===== src/rtl/pipe_ctrl_if.sv =====
// pipe_ctrl_if: ID-stage control bus between the IF/ID register, the EX
// stage and the pipe_ctrl decoder.
//   slave  modport : pipe_ctrl side (decodes ID, drives fetch control and
//                    the registered ID/EX control bundle)
//   master modport : core / testbench side
// Signals:
//   id_valid, id_instr[31:0], id_kernel  - instruction currently in ID
//   irq[NUM_IRQ]                         - edge-triggered interrupt lines
//   ex_branch_taken                      - branch compare result in EX
//   pc_src[2:0], stall, flush_if         - fetch control
//   irq_ack[NUM_IRQ], irq_id[IRQ_IDW]    - interrupt take indication
//   ex_*                                 - registered ID/EX control bundle
interface pipe_ctrl_if #(
  parameter int NUM_IRQ = 4,
  parameter int IRQ_IDW = 2
);
  logic               id_valid;
  logic [31:0]        id_instr;
  logic               id_kernel;
  logic [NUM_IRQ-1:0] irq;
  logic               ex_branch_taken;
  logic [2:0]         pc_src;
  logic               stall;
  logic               flush_if;
  logic [NUM_IRQ-1:0] irq_ack;
  logic [IRQ_IDW-1:0] irq_id;
  logic               ex_valid;
  logic [2:0]         ex_pcsrc;
  logic [1:0]         ex_regdst;
  logic               ex_regwr;
  logic               ex_alusrc1;
  logic               ex_alusrc2;
  logic [5:0]         ex_alufun;
  logic               ex_sign;
  logic               ex_memwr;
  logic               ex_memrd;
  logic [1:0]         ex_memtoreg;
  logic               ex_extop;
  logic               ex_luop;
  logic [4:0]         ex_rt;

  modport slave (
    input  id_valid, id_instr, id_kernel, irq, ex_branch_taken,
    output pc_src, stall, flush_if, irq_ack, irq_id,
           ex_valid, ex_pcsrc, ex_regdst, ex_regwr, ex_alusrc1, ex_alusrc2,
           ex_alufun, ex_sign, ex_memwr, ex_memrd, ex_memtoreg, ex_extop,
           ex_luop, ex_rt
  );

  modport master (
    output id_valid, id_instr, id_kernel, irq, ex_branch_taken,
    input  pc_src, stall, flush_if, irq_ack, irq_id,
           ex_valid, ex_pcsrc, ex_regdst, ex_regwr, ex_alusrc1, ex_alusrc2,
           ex_alufun, ex_sign, ex_memwr, ex_memrd, ex_memtoreg, ex_extop,
           ex_luop, ex_rt
  );
endinterface


===== src/rtl/pipe_ctrl.sv =====
// pipe_ctrl: pipelined MIPS control unit for the 5-stage core.
// Decodes the ID instruction into a control bundle registered at the ID/EX
// boundary, detects load-use hazards, applies taken-branch flushes from EX,
// latches and prioritises edge-triggered interrupts (index 0 highest), and
// drives the fetch PC select / stall / IF flush lines.
// Ports:
//   clk   - rising-edge clock
//   reset - synchronous, active-high
//   bus   - pipe_ctrl_if.slave (ID inputs, irq lines, fetch control,
//           interrupt ack, registered ex_* bundle)
module pipe_ctrl #(
  parameter int NUM_IRQ = 4,
  parameter int IRQ_IDW = 2
) (
  input  logic           clk,
  input  logic           reset,
  pipe_ctrl_if.slave     bus
);

  localparam logic [2:0] PC_SEQ = 3'd0;
  localparam logic [2:0] PC_BR  = 3'd1;
  localparam logic [2:0] PC_J   = 3'd2;
  localparam logic [2:0] PC_JR  = 3'd3;
  localparam logic [2:0] PC_IRQ = 3'd4;
  localparam logic [2:0] PC_EXC = 3'd5;

  typedef struct packed {
    logic       valid;
    logic [2:0] pcsrc;
    logic [1:0] regdst;
    logic       regwr;
    logic       alusrc1;
    logic       alusrc2;
    logic [5:0] alufun;
    logic       sign;
    logic       memwr;
    logic       memrd;
    logic [1:0] memtoreg;
    logic       extop;
    logic       luop;
    logic [4:0] rt;
  } ctl_t;

  function automatic logic is_defined(input logic [31:0] instr);
    logic [5:0] op;
    logic [5:0] fn;
    op = instr[31:26];
    fn = instr[5:0];
    if (op == 6'h00)
      is_defined = fn inside {6'h00, 6'h02, 6'h03, 6'h08, 6'h09,
                              [6'h20:6'h27], 6'h2a};
    else
      is_defined = op inside {[6'h01:6'h0d], 6'h0f, 6'h23, 6'h2b};
  endfunction

  function automatic ctl_t decode(input logic [31:0] instr);
    logic [5:0] op;
    logic [5:0] fn;
    ctl_t       d;
    op = instr[31:26];
    fn = instr[5:0];
    d          = '0;
    d.valid    = 1'b1;
    d.rt       = instr[20:16];
    d.regdst   = 2'd1;
    d.regwr    = 1'b1;
    d.alusrc2  = 1'b1;
    d.sign     = 1'b1;
    d.extop    = 1'b1;
    if (op == 6'h00) begin
      d.regdst  = 2'd0;
      d.alusrc2 = 1'b0;
      case (fn)
        6'h00: begin d.alufun = 6'b100000; d.alusrc1 = 1'b1; end
        6'h02: begin d.alufun = 6'b100001; d.alusrc1 = 1'b1; end
        6'h03: begin d.alufun = 6'b100011; d.alusrc1 = 1'b1; end
        6'h08: begin d.alufun = 6'b100000; d.pcsrc = PC_JR; d.regwr = 1'b0; end
        6'h09: begin d.alufun = 6'b100000; d.pcsrc = PC_JR; d.memtoreg = 2'd2; end
        6'h20: d.alufun = 6'b000000;
        6'h21: begin d.alufun = 6'b000000; d.sign = 1'b0; end
        6'h22: d.alufun = 6'b000001;
        6'h23: begin d.alufun = 6'b000001; d.sign = 1'b0; end
        6'h24: d.alufun = 6'b011000;
        6'h25: d.alufun = 6'b011110;
        6'h26: d.alufun = 6'b010110;
        6'h27: d.alufun = 6'b010001;
        6'h2a: d.alufun = 6'b110101;
        default: ;
      endcase
    end else begin
      case (op)
        6'h01, 6'h04, 6'h05, 6'h06, 6'h07: begin
          d.pcsrc   = PC_BR;
          d.regwr   = 1'b0;
          d.alusrc2 = 1'b0;
          case (op)
            6'h01:   d.alufun = 6'b111011;
            6'h04:   d.alufun = 6'b110011;
            6'h05:   d.alufun = 6'b110001;
            6'h06:   d.alufun = 6'b111101;
            default: d.alufun = 6'b111111;
          endcase
        end
        6'h02: begin d.alufun = 6'b100000; d.pcsrc = PC_J; d.regwr = 1'b0; end
        6'h03: begin
          d.alufun   = 6'b100000;
          d.pcsrc    = PC_J;
          d.regdst   = 2'd2;
          d.memtoreg = 2'd2;
        end
        6'h08: d.alufun = 6'b000000;
        6'h09: begin d.alufun = 6'b000000; d.sign = 1'b0; end
        6'h0a: d.alufun = 6'b110101;
        6'h0b: begin d.alufun = 6'b110101; d.sign = 1'b0; end
        6'h0c: begin d.alufun = 6'b011000; d.extop = 1'b0; end
        6'h0d: begin d.alufun = 6'b011110; d.extop = 1'b0; end
        6'h0f: begin d.alufun = 6'b000000; d.luop = 1'b1; end
        6'h23: begin d.alufun = 6'b000000; d.memrd = 1'b1; d.memtoreg = 2'd1; end
        6'h2b: begin d.alufun = 6'b000000; d.memwr = 1'b1; d.regwr = 1'b0; end
        default: ;
      endcase
    end
    decode = d;
  endfunction

  // Interrupt / exception pseudo-instruction: jumps to the vector and
  // writes the return address to register 3-select via the link path.
  function automatic ctl_t trap_bundle(input logic [2:0] code);
    ctl_t t;
    t          = '0;
    t.valid    = 1'b1;
    t.pcsrc    = code;
    t.regdst   = 2'd3;
    t.regwr    = 1'b1;
    t.memtoreg = 2'd2;
    trap_bundle = t;
  endfunction

  ctl_t               idex_p1;
  ctl_t               nxt_p0;
  logic [NUM_IRQ-1:0] pend;
  logic [NUM_IRQ-1:0] irq_prev;
  logic [NUM_IRQ-1:0] sel_oh;
  logic [IRQ_IDW-1:0] sel_id;
  logic               found;
  logic               flush;
  logic               hazard;
  logic               stall_c;
  logic               take;
  logic               redirect;

  // ---- ID stage (p0): hazard, flush and interrupt selection ----
  assign flush  = idex_p1.valid && (idex_p1.pcsrc == PC_BR) && bus.ex_branch_taken;
  assign hazard = idex_p1.valid && idex_p1.memrd && (idex_p1.rt != 5'd0) &&
                  ((idex_p1.rt == bus.id_instr[25:21]) ||
                   (idex_p1.rt == bus.id_instr[20:16])) && bus.id_valid;
  assign stall_c = hazard && !flush;
  assign take    = (|pend) && bus.id_valid && !bus.id_kernel && !stall_c && !flush;

  always_comb begin
    sel_oh = '0;
    sel_id = '0;
    found  = 1'b0;
    for (int i = 0; i < NUM_IRQ; i++) begin
      if (pend[i] && !found) begin
        found     = 1'b1;
        sel_oh[i] = 1'b1;
        sel_id    = IRQ_IDW'(i);
      end
    end
  end

  always_comb begin
    nxt_p0 = '0;
    if (!flush && !stall_c && bus.id_valid) begin
      if (take)
        nxt_p0 = trap_bundle(PC_IRQ);
      else if (is_defined(bus.id_instr))
        nxt_p0 = decode(bus.id_instr);
      else if (!bus.id_kernel)
        nxt_p0 = trap_bundle(PC_EXC);
    end
  end

  // Jumps, irq and exception redirect fetch from ID; branches wait for EX.
  assign redirect     = (nxt_p0.pcsrc >= PC_J);
  assign bus.pc_src   = flush ? PC_BR : (redirect ? nxt_p0.pcsrc : PC_SEQ);
  assign bus.flush_if = flush || redirect;
  assign bus.stall    = stall_c;
  assign bus.irq_ack  = take ? sel_oh : '0;
  assign bus.irq_id   = take ? sel_id : '0;

  // ---- ID/EX boundary (p1) ----
  always_ff @(posedge clk) begin
    if (reset) begin
      idex_p1  <= '0;
      pend     <= '0;
      irq_prev <= '1;
    end else begin
      idex_p1  <= nxt_p0;
      // A new edge wins over the clear from this cycle's ack.
      pend     <= (bus.irq & ~irq_prev) | (pend & ~bus.irq_ack);
      irq_prev <= bus.irq;
    end
  end

  assign bus.ex_valid    = idex_p1.valid;
  assign bus.ex_pcsrc    = idex_p1.pcsrc;
  assign bus.ex_regdst   = idex_p1.regdst;
  assign bus.ex_regwr    = idex_p1.regwr;
  assign bus.ex_alusrc1  = idex_p1.alusrc1;
  assign bus.ex_alusrc2  = idex_p1.alusrc2;
  assign bus.ex_alufun   = idex_p1.alufun;
  assign bus.ex_sign     = idex_p1.sign;
  assign bus.ex_memwr    = idex_p1.memwr;
  assign bus.ex_memrd    = idex_p1.memrd;
  assign bus.ex_memtoreg = idex_p1.memtoreg;
  assign bus.ex_extop    = idex_p1.extop;
  assign bus.ex_luop     = idex_p1.luop;
  assign bus.ex_rt       = idex_p1.rt;

endmodule


===== src/flat_wrapper.sv =====
// flat-port wrapper written by rule: the top's interface ports become plain ports
module pipe_ctrl_flat 
#(
  parameter int NUM_IRQ = 4,
  parameter int IRQ_IDW = 2
)
  (clk, reset, bus_id_valid, bus_id_instr, bus_id_kernel, bus_irq, bus_ex_branch_taken, bus_pc_src, bus_stall, bus_flush_if, bus_irq_ack, bus_irq_id, bus_ex_valid, bus_ex_pcsrc, bus_ex_regdst, bus_ex_regwr, bus_ex_alusrc1, bus_ex_alusrc2, bus_ex_alufun, bus_ex_sign, bus_ex_memwr, bus_ex_memrd, bus_ex_memtoreg, bus_ex_extop, bus_ex_luop, bus_ex_rt);
  pipe_ctrl_if #(.NUM_IRQ(NUM_IRQ), .IRQ_IDW(IRQ_IDW)) bus_i ();
  input  logic clk;
  input  logic reset;
  input wire logic [$bits(bus_i.id_valid)-1:0] bus_id_valid;
  input wire logic [$bits(bus_i.id_instr)-1:0] bus_id_instr;
  input wire logic [$bits(bus_i.id_kernel)-1:0] bus_id_kernel;
  input wire logic [$bits(bus_i.irq)-1:0] bus_irq;
  input wire logic [$bits(bus_i.ex_branch_taken)-1:0] bus_ex_branch_taken;
  output wire logic [$bits(bus_i.pc_src)-1:0] bus_pc_src;
  output wire logic [$bits(bus_i.stall)-1:0] bus_stall;
  output wire logic [$bits(bus_i.flush_if)-1:0] bus_flush_if;
  output wire logic [$bits(bus_i.irq_ack)-1:0] bus_irq_ack;
  output wire logic [$bits(bus_i.irq_id)-1:0] bus_irq_id;
  output wire logic [$bits(bus_i.ex_valid)-1:0] bus_ex_valid;
  output wire logic [$bits(bus_i.ex_pcsrc)-1:0] bus_ex_pcsrc;
  output wire logic [$bits(bus_i.ex_regdst)-1:0] bus_ex_regdst;
  output wire logic [$bits(bus_i.ex_regwr)-1:0] bus_ex_regwr;
  output wire logic [$bits(bus_i.ex_alusrc1)-1:0] bus_ex_alusrc1;
  output wire logic [$bits(bus_i.ex_alusrc2)-1:0] bus_ex_alusrc2;
  output wire logic [$bits(bus_i.ex_alufun)-1:0] bus_ex_alufun;
  output wire logic [$bits(bus_i.ex_sign)-1:0] bus_ex_sign;
  output wire logic [$bits(bus_i.ex_memwr)-1:0] bus_ex_memwr;
  output wire logic [$bits(bus_i.ex_memrd)-1:0] bus_ex_memrd;
  output wire logic [$bits(bus_i.ex_memtoreg)-1:0] bus_ex_memtoreg;
  output wire logic [$bits(bus_i.ex_extop)-1:0] bus_ex_extop;
  output wire logic [$bits(bus_i.ex_luop)-1:0] bus_ex_luop;
  output wire logic [$bits(bus_i.ex_rt)-1:0] bus_ex_rt;
  assign bus_i.id_valid = bus_id_valid;
  assign bus_i.id_instr = bus_id_instr;
  assign bus_i.id_kernel = bus_id_kernel;
  assign bus_i.irq = bus_irq;
  assign bus_i.ex_branch_taken = bus_ex_branch_taken;
  assign bus_pc_src = bus_i.pc_src;
  assign bus_stall = bus_i.stall;
  assign bus_flush_if = bus_i.flush_if;
  assign bus_irq_ack = bus_i.irq_ack;
  assign bus_irq_id = bus_i.irq_id;
  assign bus_ex_valid = bus_i.ex_valid;
  assign bus_ex_pcsrc = bus_i.ex_pcsrc;
  assign bus_ex_regdst = bus_i.ex_regdst;
  assign bus_ex_regwr = bus_i.ex_regwr;
  assign bus_ex_alusrc1 = bus_i.ex_alusrc1;
  assign bus_ex_alusrc2 = bus_i.ex_alusrc2;
  assign bus_ex_alufun = bus_i.ex_alufun;
  assign bus_ex_sign = bus_i.ex_sign;
  assign bus_ex_memwr = bus_i.ex_memwr;
  assign bus_ex_memrd = bus_i.ex_memrd;
  assign bus_ex_memtoreg = bus_i.ex_memtoreg;
  assign bus_ex_extop = bus_i.ex_extop;
  assign bus_ex_luop = bus_i.ex_luop;
  assign bus_ex_rt = bus_i.ex_rt;
  pipe_ctrl #(.NUM_IRQ(NUM_IRQ), .IRQ_IDW(IRQ_IDW)) u_core (.clk(clk), .reset(reset), .bus(bus_i));
endmodule

===== config.mk =====
export PLATFORM = sky130hd
export DESIGN_NAME = pipe_ctrl_flat
export DESIGN_NICKNAME = d
export VERILOG_FILES = /design/src/rtl/pipe_ctrl_if.sv /design/src/rtl/pipe_ctrl.sv /design/src/flat_wrapper.sv
export SDC_FILE = /design/constraint.sdc
export NUM_CORES = 1
export LEC_CHECK = 0
export ABC_CLOCK_PERIOD_IN_PS = 3950
export BUFFER_PORTS_ARGS = -buffer_cell sky130_fd_sc_hd__buf_2
export CAP_MARGIN = 0
export CORE_AREA = 2 2 55 78
export CTS_BUF_LIST = sky130_fd_sc_hd__clkbuf_16
export DETAILED_ROUTE_END_ITERATION = 16
export DIE_AREA = 0 0 57 80
export GPL_TIMING_DRIVEN = 1
export PLACE_DENSITY_LB_ADDON = 0.05
export SLEW_MARGIN = 20
export SYNTH_ARGS = -nofsm -noshare
export SYNTH_HDL_FRONTEND = slang
export SYNTH_SLANG_ARGS = --single-unit

===== constraint.sdc =====
create_clock -name clk -period 3.95 [get_ports clk]
set_input_delay 0.5925 -clock clk [delete_from_list [all_inputs] [get_ports clk]]
set_output_delay 0.5925 -clock clk [all_outputs]
set_load 0.02 [all_outputs]

* Word level (Yosys, flattened, before mapping) *
Index checks and enable logic that the tools add are counted.
W data, S select, Z words.

storage, ports and cells
  flip-flop bits (word level) = 35
  input bits = 41
  word-level logic and storage cells = 147

cells by class
  $lt $le $gt $ge = 5
  eq/ne operators = 30
  mux-type cells = 44
  bitwise operators = 6
  reduce and logical (&&, ||, !) cells = 45

operators by type and width
  cell                  number
  $mux W27              3
  $eq A6 B6 Y1 const B  10
  $pmux W6 S9           1
  $eq A6 B4 Y1 const B  8
  $pmux W6 S5           1
  $mux W26              1
  $eq A6 B2 Y1 const B  4
  $eq A6 B3 Y1 const B  4
  $mux W1               21
  $logic_and A1 B1 Y1   18
  $mux W2               9
  $pmux W4 S4           1
  $reduce_or A2 Y1      8
  $logic_not A6 Y1      2
  $eq A5 B5 Y1          2
  $reduce_or A3 Y1      3
  $and A4 B4 Y4         2
  $mux W8               1
  $not A4 Y4            2
  $pmux W2 S2           2
  $reduce_bool A7 Y1    1
  $reduce_or A7 Y1      1
  $eq A6 B1 Y1 const B  1
  $ge A6 B1 Y1 const B  1
  16 further kinds      23

* Longest topological paths before layout *
Gate-level depths: netlist of the first run.

  depth after elaboration = 16
  mapped depth = 9
  gate-level depth less buffers = 6

* Least setup slack after synthesis of the first run *
OpenSTA, ideal clock, no wires.

  path type = in2out
  start point = input port bus_id_instr[31]
  end point = output port bus_pc_src[0]
  data arrival time = 2.415 ns
  required time = 3.357 ns
  setup slack = 0.943 ns
  stages = 8
  buffers on the path = 2
  cells stage by stage = buf_6 > or4_4 > nor4_2 > nand3_1 > and2_4 > buf_6 > a21o_1 > o41ai_2

on the way
  longest elaborated chain between the ends = 12
  elaborated cells on any way between the ends = 28
  classes of those cells = order compare: 3; eq/ne: 10; mux: 10; reduce/logical: 5

ends and longest elaborated chain
  element                                       line                source
  start, declared                               flat_wrapper.sv:12  input wire logic [$bits(bus_i.id_instr)-1:0] bus_id_instr;
  $ge A6 B1 Y1 or $le A6 B4 Y1 (tied branches)  pipe_ctrl.sv:53     is_defined = op inside {[6'h01:6'h0d], 6'h0f, 6'h23, 6'h2b};
  $logic_and A1 B1 Y1                           pipe_ctrl.sv:53
  $reduce_bool A4 Y1                            pipe_ctrl.sv:53
  $mux W1                                       pipe_ctrl.sv:49     if (op == 6'h00)
  $mux W1                                       pipe_ctrl.sv:176    if (take)
  $mux W1                                       pipe_ctrl.sv:175    if (!flush && !stall_c && bus.id_valid) begin
  $mux W27 (*)                                  pipe_ctrl.sv:178    else if (is_defined(bus.id_instr))
  $mux W27 (*)                                  pipe_ctrl.sv:176
  $mux W26 (*)                                  pipe_ctrl.sv:175
  $ge A3 B2 Y1                                  pipe_ctrl.sv:186    assign redirect = (nxt_p0.pcsrc >= PC_J);
  $mux W3 (*) (2 in series)                     pipe_ctrl.sv:187    assign bus.pc_src = flush ? PC_BR : (redirect ? nxt_p0.pcsrc : PC_SEQ);
  end, declared                                 flat_wrapper.sv:16  output wire logic [$bits(bus_i.pc_src)-1:0] bus_pc_src;

Every way passes the cells marked *; elsewhere a longest branch is shown, timed or not. The select of a mux whose other input is x is not followed.

* Worst setup path in the final report of the first run *
  start point = input port bus_id_instr[29]
  end point = output port bus_flush_if

on the way
  longest elaborated chain between the ends = 11
  elaborated cells on any way between the ends = 27
  classes of those cells = order compare: 3; eq/ne: 10; mux: 8; reduce/logical: 6

ends and longest elaborated chain
  element                                       line                source
  $ge A6 B1 Y1 or $le A6 B4 Y1 (tied branches)  pipe_ctrl.sv:53
  $logic_and A1 B1 Y1                           pipe_ctrl.sv:53
  $reduce_bool A4 Y1                            pipe_ctrl.sv:53
  $mux W1                                       pipe_ctrl.sv:49
  $mux W1                                       pipe_ctrl.sv:176
  $mux W1                                       pipe_ctrl.sv:175
  $mux W27 (*)                                  pipe_ctrl.sv:178
  $mux W27 (*)                                  pipe_ctrl.sv:176
  $mux W26 (*)                                  pipe_ctrl.sv:175
  $ge A3 B2 Y1 (*)                              pipe_ctrl.sv:186
  $logic_or A1 B1 Y1 (*)                        pipe_ctrl.sv:188    assign bus.flush_if = flush || redirect;
  end, declared                                 flat_wrapper.sv:18  output wire logic [$bits(bus_i.flush_if)-1:0] bus_flush_if;

Marked as above.

==> flow_summary.ini, run 1 <==
[sta]
setup_violations = 0
fmax_ghz = 0.329
tns_ns = 0
hold_viol = 0
drv_slew = 0
worst_slew_pin_slew_ns = 0.624
fin_crit_ns = 3.04
slew_headroom_pct = 58.2
period_share_pct = 76.8
fin_worst_skew_ns = 0.00263
rsz0062_at_grt = no

[run_status]
status = finished clean

[synthesis]
synth_xor_area_share_pct = 5.84
synth_compound_gate_area_share_pct = 19.4
syn_nets = 279
synthSimpleGateAreaFrac_pct = 32.9
muxShareOfSynthArea_pct = 0
yosys_warnings = 0
synthCells = 238
seq_area_frac_synth_pct = 34.9
ys_async_sr_fraction_pct = 0
synth_edf_count = 0
synthAdderAreaFrac_pct = 0
synth_top_family_by_area = simple AND/OR/NAND/NOR gates
avgSynthCellArea_sq_um = 8.19
synth_ff_type = dfxtp_1
syn_area_sq_um = 1950
synth-seq-cells = 34
synth_cell_types = 54

[setup_path]
critPathLaunchType = input pin
cp.arrival_ns = 2.44
cp.required_ns = 3.36
cp_max_fo = 19
end_kind = output port
path_class = input pin to output port

[cells_and_area]
multi_input_area_sq_um = 1130
instances_no_fill = 339
seq_area_sq_um = 681
nets = 336
diodes = 0
fillerInstances = 385
area_growth_pct = 21.8
final_cell_mix = 68 x buf_2, 34 x dfxtp_1, 19 x a21oi_1
final_common_cell = buf_2
drive_above_1_share_pct = 32.4

[clock_network]
cts.sinks = 34
post_cts_resized = 0
clkLatencyLatePin_ns = 0.27
ctsHtreeMaxLevel = 2
clock_path_buffers = 2
root_buffer = clkbuf_16
cts_setup_buffers = 0
cts_hold_buf = 0
cts_inserted_buffers = 5
clk_pin_slew_ns = 0.05
cts_tree = yes

[floorplanning]
io_pins = 79
dieArea_sq_um = 4560
die_w_um = 57
initial_core_util_pct = 50.6
core_area_sq_um = 3850
rows = 27
die_h_um = 80

[detailed_routing]
routedWlPerCell_um = 13.9
dr.pass1.iters = 4
drt_wl_total_um = 4700
vias = 1910
drt_iter0_markers = 73
drc_errors = 0
via_per_inst = 5.63
detail-route-antenna-nets = 0

[power_and_ir_drop]
irDropWorstVdd_v = 0.000299
leakage_nw = 1.09
cellPowerDensity_nw_per_um2 = 363

[worst_hold_path]
hp-class = flip-flop to flip-flop

[global_routing]
grt_max_degree = 20
gr-total-overflow = 0
grt_pass1_vias = 1670
antenna_found_initial = 0
grt_pass1_wl_um = 7550
grt_usage_pct = 21.1

[placed_design]
dp_hpwl_um = 3630
numPortBuffers = 68
place.gp.congestion = 0.856
dp_cells = 331

[flow_run]
cap_violations = 0
==> Yosys cell counts (3+ instances only) <==
library cell | n | area, sq um
nor3b_1 | 5 | 37.5
a31oi_1 | 5 | 31.3
xor2_1 | 11 | 96.3
or2_2 | 5 | 31.3
nor3_1 | 18 | 90.1
or3_1 | 3 | 18.8
dfxtp_1 | 34 | 681
nand2_1 | 10 | 37.5
nand2b_1 | 8 | 50.1
and2_2 | 5 | 37.5
o21ai_0 | 8 | 40.0
o211ai_1 | 3 | 22.5
buf_6 | 4 | 45.0
o31ai_1 | 4 | 30.0
nor4_1 | 3 | 18.8
and3_1 | 4 | 25.0
a21oi_1 | 19 | 95.1
a211oi_1 | 3 | 22.5
nor2b_1 | 6 | 37.5
buf_2 | 4 | 20.0
inv_1 | 8 | 30.0
nand3_1 | 7 | 35.0
nor2_1 | 18 | 67.6
clkbuf_1 | 8 | 30.0
==> registers in the layout, indices dropped and copies added (netlist names) <==
register                count
u_core.bus.ex_alufun        6
u_core.bus.ex_memtoreg      2
u_core.irq_prev             4
u_core.bus.ex_regdst        2
u_core.bus.ex_valid         1
u_core.bus.ex_alusrc2       1
u_core.bus.ex_regwr         1
u_core.pend                 4
u_core.bus.ex_alusrc1       1
u_core.bus.ex_memwr         1
u_core.bus.ex_luop          1
u_core.bus.ex_rt            5
u_core.bus.ex_sign          1
u_core.bus.ex_extop         1
u_core.bus.ex_pcsrc         3
==> logic make-up (layout without fill, tap and decap cells) <==
family | after synthesis | after routing
flops | 34 | 34
xor+xnor | 13 | 13
simple gates | 108 | 108
compound gates | 57 | 57
buf+inv | 26 | 84
==> cell type report <==
cell class / count / share of cell area, %
multi-input cells: 178 / 47.7
flip-flops and latches: 34 / 28.7
repair buffers: 68 / 14.3
clock buffers: 5 / 5.27
well taps: 43 / 2.27
inverters: 8 / 1.26
clock inverters: 3 / 0.527
==> per-stage QoR <==
stage	power [mW]	utilization (%)	setup slack (ns)	cell area [sq um]	hold WS, ns
after global routing	0.898	61.7	0.788	2370	0.516
after global placement	0.508	58.1	0.924	2240	0.478
after CTS	0.869	61.7	0.918	2370	0.490
after floorplan	0.468	-	0.943	1950	0.454
after detailed placement	0.509	58.1	0.930	2240	0.478
final	0.862	61.7	0.915	2370	0.484
==> worst paths after layout <==
| kind | start | end | slack [ns] | cells after the start |
|---|---|---|---|---|
| setup / recovery | bus_id_instr[29] | bus_flush_if | 0.91 | 8 |
| hold / removal | u_core.pend[2] | u_core.pend[2] | 0.48 | 2 |
| setup reg to reg | u_core.bus.ex_rt[1] | u_core.bus.ex_alufun[5] | 1.60 | 5 |
| hold reg to reg | u_core.pend[2] | u_core.pend[2] | 0.48 | 2 |
==> where the power goes <==
group | total (mW) | internal [mW] | leakage (nW) | switching, mW
sequential | 0.360 | 0.354 | 0.277 | 0.00616
combinational | 0.141 | 0.0536 | 0.743 | 0.0879
clock | 0.360 | 0.227 | 0.0724 | 0.133
==> worst max-delay path, stage by stage <==
cell     delay [ns]
buf_2          0.20
or4_4          0.53
nor4_2         0.14
nand3_1        0.15
a31oi_1        0.42
a21o_1         0.18
nand2_1        0.05
buf_2          0.16
==> routing by layer <==
layer | vias to the layer above | share of wire, % | global-route usage, %
met3 | 11 | 5.6 | 3.57
met2 | 64 | 51 | 37.0
met5 | - | 0 | 0
met1 | 878 | 41 | 23.8
li1 | 957 | - | -
met4 | 0 | 3.1 | 11.4
No activity file was read; power rests on OpenSTA's default activity.
==> run 2, diff against run 1 <==
- ABC_CLOCK_PERIOD_IN_PS: 3950 -> 2600
- CORE_AREA: 2 2 55 78 -> 2 2 60 85
- DIE_AREA: 0 0 57 80 -> 0 0 62 87
- clock period: 3.95 -> 2.6 ns (I/O delays scaled with it)
==> flow_summary.ini, run 2 (synthesis gave the netlist of run 1 again) <==
[run_status]
status = finished clean

[clock_network]
root_buffer = clkbuf_16
clk_pin_slew_ns = 0.05
clock_path_buffers = 2
ctsHtreeMaxLevel = 2
cts_inserted_buffers = 5
cts.sinks = 34
cts_tree = yes
clkLatencyLatePin_ns = 0.27

[sta]
finalWorstSetupSlack_ns = 0.0804
drv_slew = 0
fin_crit_ns = 2.52
period_share_pct = 96.9
fin_worst_skew_ns = 0.00582
worst_slew_pin_slew_ns = 0.453
timing.hold.ws_ns = 0.319
setup_violations = 0
fmax_ghz = 0.397
rsz0062_at_grt = yes
slew_headroom_pct = 69.5
hold_viol = 0

[power_and_ir_drop]
leakage_nw = 1.21
cellPowerDensity_nw_per_um2 = 511
irDropWorstVdd_v = 0.000209

[setup_path]
reg2reg_from = u_core.bus.ex_rt[1]
end_kind = output port
rr_worst_depth = 5
crit_start = u_core.pend[1]
path_class = flip-flop to output port
cp.arrival_ns = 2.13
cp.required_ns = 2.21
r2r_slack_ns = 0.44
cp-endpoint = bus_pc_src[0]
critPathLaunchType = flip-flop
worstReg2RegEnd = u_core.bus.ex_alufun[1]
cp_max_fo = 7

[detailed_routing]
drt_iter0_markers = 66
dr.pass1.iters = 4
routedWlPerCell_um = 13.7
detail-route-antenna-nets = 0
drt_wl_total_um = 5230
vias = 1941
drc_errors = 0
via_per_inst = 5.08

[global_routing]
antenna_found_initial = 0
grt_pass1_vias = 1838
grt_max_degree = 18
grt_pass1_wl_um = 8390
grt_usage_pct = 20.4
gr-total-overflow = 0

[worst_hold_path]
hp-class = input pin to flip-flop

[floorplanning]
core_area_sq_um = 4690
die_w_um = 62
io_pins = 79
initial_core_util_pct = 41.5
dieArea_sq_um = 5390
die_h_um = 87
rows = 30

[placed_design]
dp_slack_ns = 0.0456
place.gp.congestion = 0.820
dp_hpwl_um = 4060
numPortBuffers = 68
place_area_sq_um = 2410

[cells_and_area]
fin_area_sq_um = 2650
diodes = 0
final_common_cell = buf_2
area_growth_pct = 36.1
nets = 358
largest_reg_flops = 6
drive_above_1_share_pct = 39.0
final_cell_mix = 65 x buf_2, 32 x dfxtp_1, 22 x buf_4

[flow_run]
cap_violations = 0
run 2: changes by cell type in the layout (fill, tap and decap cells not counted), sizes merged:
cell,delta
dlymetal6s2s,+1
inv,-1
buf,+21
clkinvlp,+1
run 2: cell type report:
cell class	instances	area [sq um]
Tap cell	64	80.1
Fill cell	477	2040
Clock buffer	5	125
Multi-Input combinational cell	178	1190
Inverter	8	30.0
Sequential cell	34	683
Clock inverter	3	16.3
Timing Repair Buffer	90	526
run 2: worst min path at each step:
stage	cells after the start	start	slack, ns	end
global route	2	bus_irq[2]	0.32	u_core.irq_prev[2]
finish	2	bus_irq[0]	0.32	u_core.irq_prev[0]
CTS	2	bus_irq[1]	0.32	u_core.irq_prev[1]
floorplan	2	u_core.pend[2]	0.45	u_core.pend[2]
detailed placement	2	u_core.irq_prev[2]	0.48	u_core.pend[2]
global placement	2	u_core.irq_prev[2]	0.49	u_core.pend[2]
run 2: what timing repair did:
| action | 4_1_cts | 5_1_grt |
|---|---|---|
| pin swaps | 0 | 4 |
| setup endpoints to repair | 5 | 8 |
| buffers inserted | 0 | 4 |
| resized for setup | 1 | 13 |
| hold buffers | 0 | 0 |
run 2: report_power, final:
| part | switching [mW] | total [mW] | internal, mW |
|---|---|---|---|
| clock | 0.205 | 0.554 | 0.349 |
| sequential | 0.00852 | 0.547 | 0.538 |
| combinational | 0.148 | 0.257 | 0.109 |
| total | 0.362 | 1.36 | 0.995 |
run 2: routing by layer:
metal	vias up	global-route usage [%]	share of wire [%]
met5	-	0	0
met4	0	10.1	2.3
met3	8	2.67	3.2
met2	45	35.6	53
met1	891	23.2	41
li1	997	-	-
run 2: critical path, cell delays in order, from the launching register on:
cell     delay, ns
dfxtp_1       0.36
or3_1         0.45
o21a_1        0.29
buf_4         0.21
o41ai_4       0.36
buf_4         0.20
run 2: per-stage QoR:
step / instances / power, mW / setup TNS [ns] / util (%)
after floorplan: 238 / 0.713 / 0 / -
after global placement: 370 / 0.798 / 0 / 51.4
after detailed placement: 370 / 0.800 / 0 / 51.4
after CTS: 378 / 1.36 / -0.00183 / 54.5
after global routing: 382 / 1.42 / -0.0213 / 56.6
final: 382 / 1.36 / 0 / 56.6
